$ cat src/rtl/fb_sequence_loader.sv
// rtl/fb_sequence_loader.sv - loads NUM_FRAMES source frames into the frame buffer, then captures one masked output frame
// Optional: define FB_SEQ_CAPTURE_CRC_EN to add cap_crc (CRC-16-CCITT over captured words).
module fb_sequence_loader #(
    parameter int FRAME_WIDTH    = 320,
    parameter int FRAME_HEIGHT   = 240,
    parameter int PIXEL_BITS     = 16,
    parameter int ADDR_BITS      = 17,
    parameter int NUM_FRAMES     = 2,
    parameter int CAPTURE_PIXELS = 307200
) (
    input  logic                  clk_25MHz,
    input  logic                  reset,
    input  logic                  start,
    input  logic                  src_valid,
    output logic                  src_ready,
    input  logic [PIXEL_BITS-1:0] src_data,
    output logic [3:0]            frame_idx,
    output logic                  wren,
    output logic [ADDR_BITS-1:0]  wraddress,
    output logic [PIXEL_BITS-1:0] wrdata,
    input  logic                  vsync,
    input  logic                  pixel_valid,
    input  logic                  fg_mask,
    input  logic [PIXEL_BITS-1:0] pixel_rgb565,
    output logic                  cap_valid,
    output logic [PIXEL_BITS-1:0] cap_data,
    output logic [31:0]           cap_count,
    output logic                  busy,
    output logic                  done,
    output logic                  err
`ifdef FB_SEQ_CAPTURE_CRC_EN
    ,
    output logic [15:0]           cap_crc
`endif
);

    localparam int IDX_W        = ADDR_BITS + 1;
    localparam int FRAME_PIXELS = FRAME_WIDTH * FRAME_HEIGHT;
    localparam logic [IDX_W-1:0] FP_COUNT   = IDX_W'(FRAME_PIXELS);
    localparam logic [IDX_W-1:0] FP_LAST    = IDX_W'(FRAME_PIXELS - 1);
    localparam logic [3:0]       LAST_FRAME = 4'(NUM_FRAMES - 1);
    localparam logic [31:0]      CAP_TOTAL  = 32'(CAPTURE_PIXELS);
    localparam logic [31:0]      CAP_LAST   = 32'(CAPTURE_PIXELS - 1);

    typedef enum logic [2:0] {
        S_IDLE,
        S_LOAD,
        S_WAIT_VSYNC,
        S_ARM,
        S_CAPTURE,
        S_DONE
    } state_t;

    state_t                state;
    logic [IDX_W-1:0]      idx;
    logic                  vsync_prev;
    logic                  vsync_rise;
    logic                  src_accept;
    logic [PIXEL_BITS-1:0] masked_pixel;

    assign vsync_rise   = vsync & ~vsync_prev;
    assign src_ready    = (state == S_LOAD) && (idx < FP_COUNT);
    assign src_accept   = src_valid & src_ready;
    assign masked_pixel = fg_mask ? pixel_rgb565 : '0;

`ifdef FB_SEQ_CAPTURE_CRC_EN
    function automatic logic [15:0] crc16_word(input logic [15:0] crc_in,
                                               input logic [PIXEL_BITS-1:0] data);
        logic [15:0] c;
        c = crc_in;
        for (int i = PIXEL_BITS - 1; i >= 0; i--) begin
            if (c[15] ^ data[i])
                c = {c[14:0], 1'b0} ^ 16'h1021;
            else
                c = {c[14:0], 1'b0};
        end
        return c;
    endfunction
`endif

    always_ff @(posedge clk_25MHz) begin
        if (reset) begin
            state      <= S_IDLE;
            idx        <= '0;
            vsync_prev <= 1'b1;   // vsync high through reset must not look like a rise
            frame_idx  <= '0;
            wren       <= 1'b0;
            wraddress  <= '0;
            wrdata     <= '0;
            cap_valid  <= 1'b0;
            cap_data   <= '0;
            cap_count  <= '0;
            busy       <= 1'b0;
            done       <= 1'b0;
            err        <= 1'b0;
`ifdef FB_SEQ_CAPTURE_CRC_EN
            cap_crc    <= '0;
`endif
        end else begin
            vsync_prev <= vsync;
            wren       <= 1'b0;
            cap_valid  <= 1'b0;
            case (state)
                S_IDLE, S_DONE: begin
                    if (start) begin
                        state     <= S_LOAD;
                        idx       <= '0;
                        frame_idx <= '0;
                        err       <= 1'b0;
                        cap_count <= '0;
                        done      <= 1'b0;
                        busy      <= 1'b1;
                    end
                end
                S_LOAD: begin
                    if (src_accept) begin
                        wren      <= 1'b1;
                        wraddress <= idx[ADDR_BITS-1:0];
                        wrdata    <= src_data;
                        idx       <= idx + 1'b1;
                        if (idx == FP_LAST)
                            state <= (frame_idx < LAST_FRAME) ? S_WAIT_VSYNC : S_ARM;
                    end
                end
                S_WAIT_VSYNC: begin
                    if (vsync_rise) begin
                        frame_idx <= frame_idx + 1'b1;
                        idx       <= '0;
                        state     <= S_LOAD;
                    end
                end
                S_ARM: begin
                    if (vsync_rise) begin
                        state     <= S_CAPTURE;
                        cap_count <= '0;
`ifdef FB_SEQ_CAPTURE_CRC_EN
                        cap_crc   <= 16'hFFFF;
`endif
                    end
                end
                S_CAPTURE: begin
                    if (pixel_valid) begin
                        cap_valid <= 1'b1;
                        cap_data  <= masked_pixel;
                        if (cap_count != CAP_TOTAL)
                            cap_count <= cap_count + 1'b1;
`ifdef FB_SEQ_CAPTURE_CRC_EN
                        cap_crc   <= crc16_word(cap_crc, masked_pixel);
`endif
                    end
                    // Completion wins over a vsync rise landing on the final beat.
                    if (pixel_valid && cap_count == CAP_LAST) begin
                        state <= S_DONE;
                        err   <= 1'b0;
                        busy  <= 1'b0;
                        done  <= 1'b1;
                    end else if (vsync_rise) begin
                        state <= S_DONE;
                        err   <= 1'b1;
                        busy  <= 1'b0;
                        done  <= 1'b1;
                    end
                end
                default: state <= S_IDLE;
            endcase
        end
    end

endmodule

$ cat config.mk
export PLATFORM = sky130hd
export DESIGN_NAME = fb_sequence_loader
export DESIGN_NICKNAME = d
export VERILOG_FILES = /design/src/rtl/fb_sequence_loader.sv
export SDC_FILE = /design/constraint.sdc
export NUM_CORES = 1
export LEC_CHECK = 0
export BUFFER_PORTS_ARGS = -buffer_cell sky130_fd_sc_hd__buf_2
export CAP_MARGIN = 20
export CORE_UTILIZATION = 55
export CTS_CLUSTER_DIAMETER = 200
export DETAILED_ROUTE_END_ITERATION = 16
export GPL_TIMING_DRIVEN = 0
export PLACE_DENSITY_LB_ADDON = 0.08
export SLEW_MARGIN = 10
export SYNTH_ARGS = -nofsm -noshare
export SYNTH_HDL_FRONTEND = slang
export SYNTH_SLANG_ARGS = --single-unit
$ cat constraint.sdc
create_clock -name clk_25MHz -period 6.86 [get_ports clk_25MHz]
set_input_delay 0.343 -clock clk_25MHz [delete_from_list [all_inputs] [get_ports clk_25MHz]]
set_output_delay 0.343 -clock clk_25MHz [all_outputs]
set_load 0.005 [all_outputs]
==> impl_metrics.env <==
export IMPL_status="finished, final reports clean"
export IMPL_synth_area_sq_um=4880
export IMPL_htreeDepth=3
export IMPL_grt_pass1_vias=4205
export IMPL_place_congestion=0.916
export IMPL_fillCellCount=720
export IMPL_synth_top_area_share_pct=46.0
export IMPL_port_buffers=128
export IMPL_cts_tree="built"
export IMPL_fin_area_sq_um=5840
export IMPL_tightest_slew_ps=909
export IMPL_cts_clk_slew_worst_paths_ps=100
export IMPL_clk_latency_ps=370
export IMPL_path_max_fanout=10
export IMPL_hold_buffers=0
export IMPL_worstPathRequired_ps=7110
export IMPL_met2_length_mm=5.84
export IMPL_hpwl_mm=8.64
export IMPL_drt_antenna_violating_nets=0
export IMPL_vias_per_cell=5.64
export IMPL_worst_slack_ps=3930
export IMPL_track_usage_pct=25.8
export IMPL_drt_iter0_drc=249
export IMPL_synth_seq_area_share_pct=46.0
export IMPL_wl_met1_mm=5.10
export IMPL_grt_pass1_wl_mm=18.7
export IMPL_synth_nets=639
export IMPL_synth_distinct_cells=47
export IMPL_yosysTopAreaCell="dfxtp_1"
export IMPL_min_period_over_period_pct=42.7
export IMPL_remaining_drc_errors=0
export IMPL_synth_main_ff_cell="dfxtp_1"
export IMPL_synthAdderAreaFrac_pct=1.28
export IMPL_die_height_microns=96.2
export IMPL_synthMuxAreaShare_pct=0.411
export IMPL_via_count=4761
export IMPL_critPathKind="reg -> reg"
export IMPL_yosysWarnings=0
export IMPL_post_cts_setup_buffers=0
export IMPL_dr_wl_met3_microns=717
export IMPL_synth_compound_area_share_pct=15.7
export IMPL_power_leakage_nw=2.27
export IMPL_ys_ff_latch=112
export IMPL_multiInputGateArea_sq_um=2440
export IMPL_rsz0062_at_grt="false"
export IMPL_critPathLaunchType="register"
export IMPL_cts_resized=0
export IMPL_yosys_area_share_simple_pct=27.7
export IMPL_die_w_microns=96.2
export IMPL_peakVddDrop_uv=104
export IMPL_reg2reg_setup_slack_ps=3930
export IMPL_synth_xor_area_share_pct=5.03
export IMPL_drive_above_1_share_pct=20.4
export IMPL_synth_area_leaders="dfxtp_1 46%, nand2_1 7.5%, a21oi_1 6.8%"
export IMPL_place_area_sq_um=5650
export IMPL_avgRoutedWirePerCell_microns=14.1
export IMPL_maxCapViolCount=0
export IMPL_post_place_ws_ps=3940
export IMPL_cts_root_buf="clkbuf_8"
export IMPL_fin_nets=778
export IMPL_first_pass_iters=5
export IMPL_wirelength_mm=11.9
export IMPL_clockBufferDepth=2
export IMPL_min_period_ps=2930
export IMPL_syn2layout_area_growth_pct=19.9
export IMPL_powerDensity_nw_per_um2=246
export IMPL_grt_overflow=0
export IMPL_die_area_sq_um=9250
export IMPL_tns_ps=0
export IMPL_async_flop_share_pct=0
export IMPL_core_sq_um=8380
export IMPL_start_util_pct=58.2
export IMPL_syn_inst=595
export IMPL_synth_edf_count=0
export IMPL_fin_util_pct=69.7
export IMPL_ioPinCount=130
export IMPL_grt_max_degree=18
export IMPL_antenna_found_initial=0
export IMPL_placementRows=33
export IMPL_worst_setup_path_end_kind="register"
export IMPL_fin_skew_ps=5.92
export IMPL_top_layer="met4"
export IMPL_finalMaxSlewViolations=0
export IMPL_synth_top_family_by_area="simple AND/OR/NAND/NOR gates"
export IMPL_max_freq_ghz=0.341
export IMPL_regArea_sq_um=2240
export IMPL_cp_data_arrival_time_ps=3180
export IMPL_hold_viol_final=0
export IMPL_synth_avg_cell_area_sq_um=8.19
export IMPL_cts_sinks=112
export IMPL_slew_headroom_pct=39.3
export IMPL_cts_made_buffers=9
export IMPL_diodes=0
export IMPL_setup_viol=0
export IMPL_hp_class="in -> reg"
## placed cells by master, fill, tap and decap left out, types with 2 or more instances in the layout
master	Yosys	routed
o22ai_1	2	2
nor4b_1	7	7
nand4_1	18	18
dfxtp_1	112	112
nor4_1	13	13
nand2_1	98	98
a311oi_1	10	10
a21oi_1	66	66
nand3_1	16	16
nor3_1	17	17
nand3b_1	3	3
or2_2	3	3
a22o_1	16	16
nor2_1	57	57
and4_1	2	2
and3_1	6	6
ha_1	5	5
nand2b_1	8	8
mux2i_1	2	2
clkbuf_1	34	36
and2_1	3	3
o21ai_0	18	18
nor3b_1	3	3
or4_1	4	4
clkbuf_8	0	10
inv_1	12	12
or3_1	11	11
o21bai_1	2	2
buf_2	2	130
xnor2_1	25	25
xor2_1	3	3
## power by group
group,leakage [nW],internal [mW],switching [mW]
Combinational,1.27,0.113,0.227
Sequential,0.904,0.679,0.0203
Clock,0.0970,0.180,0.218
Total,2.27,0.971,0.465
## layer usage
| layer | global-route usage, % | vias up |
|---|---|---|
| met3 | 5.53 | 23 |
| met1 | 32.0 | 2192 |
| li1 | - | 2371 |
| met4 | 9.83 | 0 |
| met5 | 0 | - |
| met2 | 43.7 | 175 |
## cells by family (layout without fill, tap and decap cells)
kind of cell | count (synthesis) | count (layout)
simple gates | 274 | 274
compound gates | 125 | 125
xor+xnor | 28 | 28
mux | 2 | 2
buf+inv | 49 | 193
flops | 112 | 112
fa+ha+maj | 5 | 5
## cell type report
cell class                 instances  area share [%]
multi-input combinational        434            41.7
timing repair buffer             128            11.0
tap                              105            2.25
inverter                          12           0.771
clock buffer                      12            2.48
clock inverter                     4           0.878
sequential                       112            38.4
buffer                            37            2.55
## metrics by stage
| stage | hold WS (ps) | instances | power, mW |
|---|---|---|---|
| after global routing | 161 | 844 | 1.51 |
| after global placement | 439 | 828 | 1.04 |
| after CTS | 163 | 844 | 1.44 |
| after floorplan | 450 | 595 | 0.942 |
| final | 172 | 844 | 1.44 |
| after detailed placement | 444 | 828 | 1.05 |
## state kept, by name, indices dropped and copies added, names as in the netlist
register and cells:
cap_count 32, wraddress 17, state 3, idx 18, wren 1, cap_valid 1, err 1, done 1
wrdata 16, vsync_prev 1, busy 1, frame_idx 4, cap_data 16
## worst max-delay path, stage by stage (launching register included)
cell	delay [ps]
dfxtp_1	360
nor3b_1	750
nand4_1	200
nor4_2	680
clkbuf_1	470
nor4_1	140
xnor2_1	170
nor2_1	50
## synthesized netlist by cell type, drive strengths merged, types with 14 or more instances
cell type  instances
xnor2             25
nor3              17
dfxtp            112
nand4             19
nor2              57
nor4              14
nand2             98
a22o              16
a21oi             66
o21ai             18
clkbuf            34
nand3             16
## path summary, 6_finish.rpt
check | startpoint | endpoint | cells after the start
max | state[1] | cap_count[5] | 7
min | pixel_rgb565[4] | cap_data[4] | 2
max reg2reg | state[1] | cap_count[5] | 7
min reg2reg | wrdata[11] | wrdata[11] | 2
No activity file was read; power rests on OpenSTA's default activity.
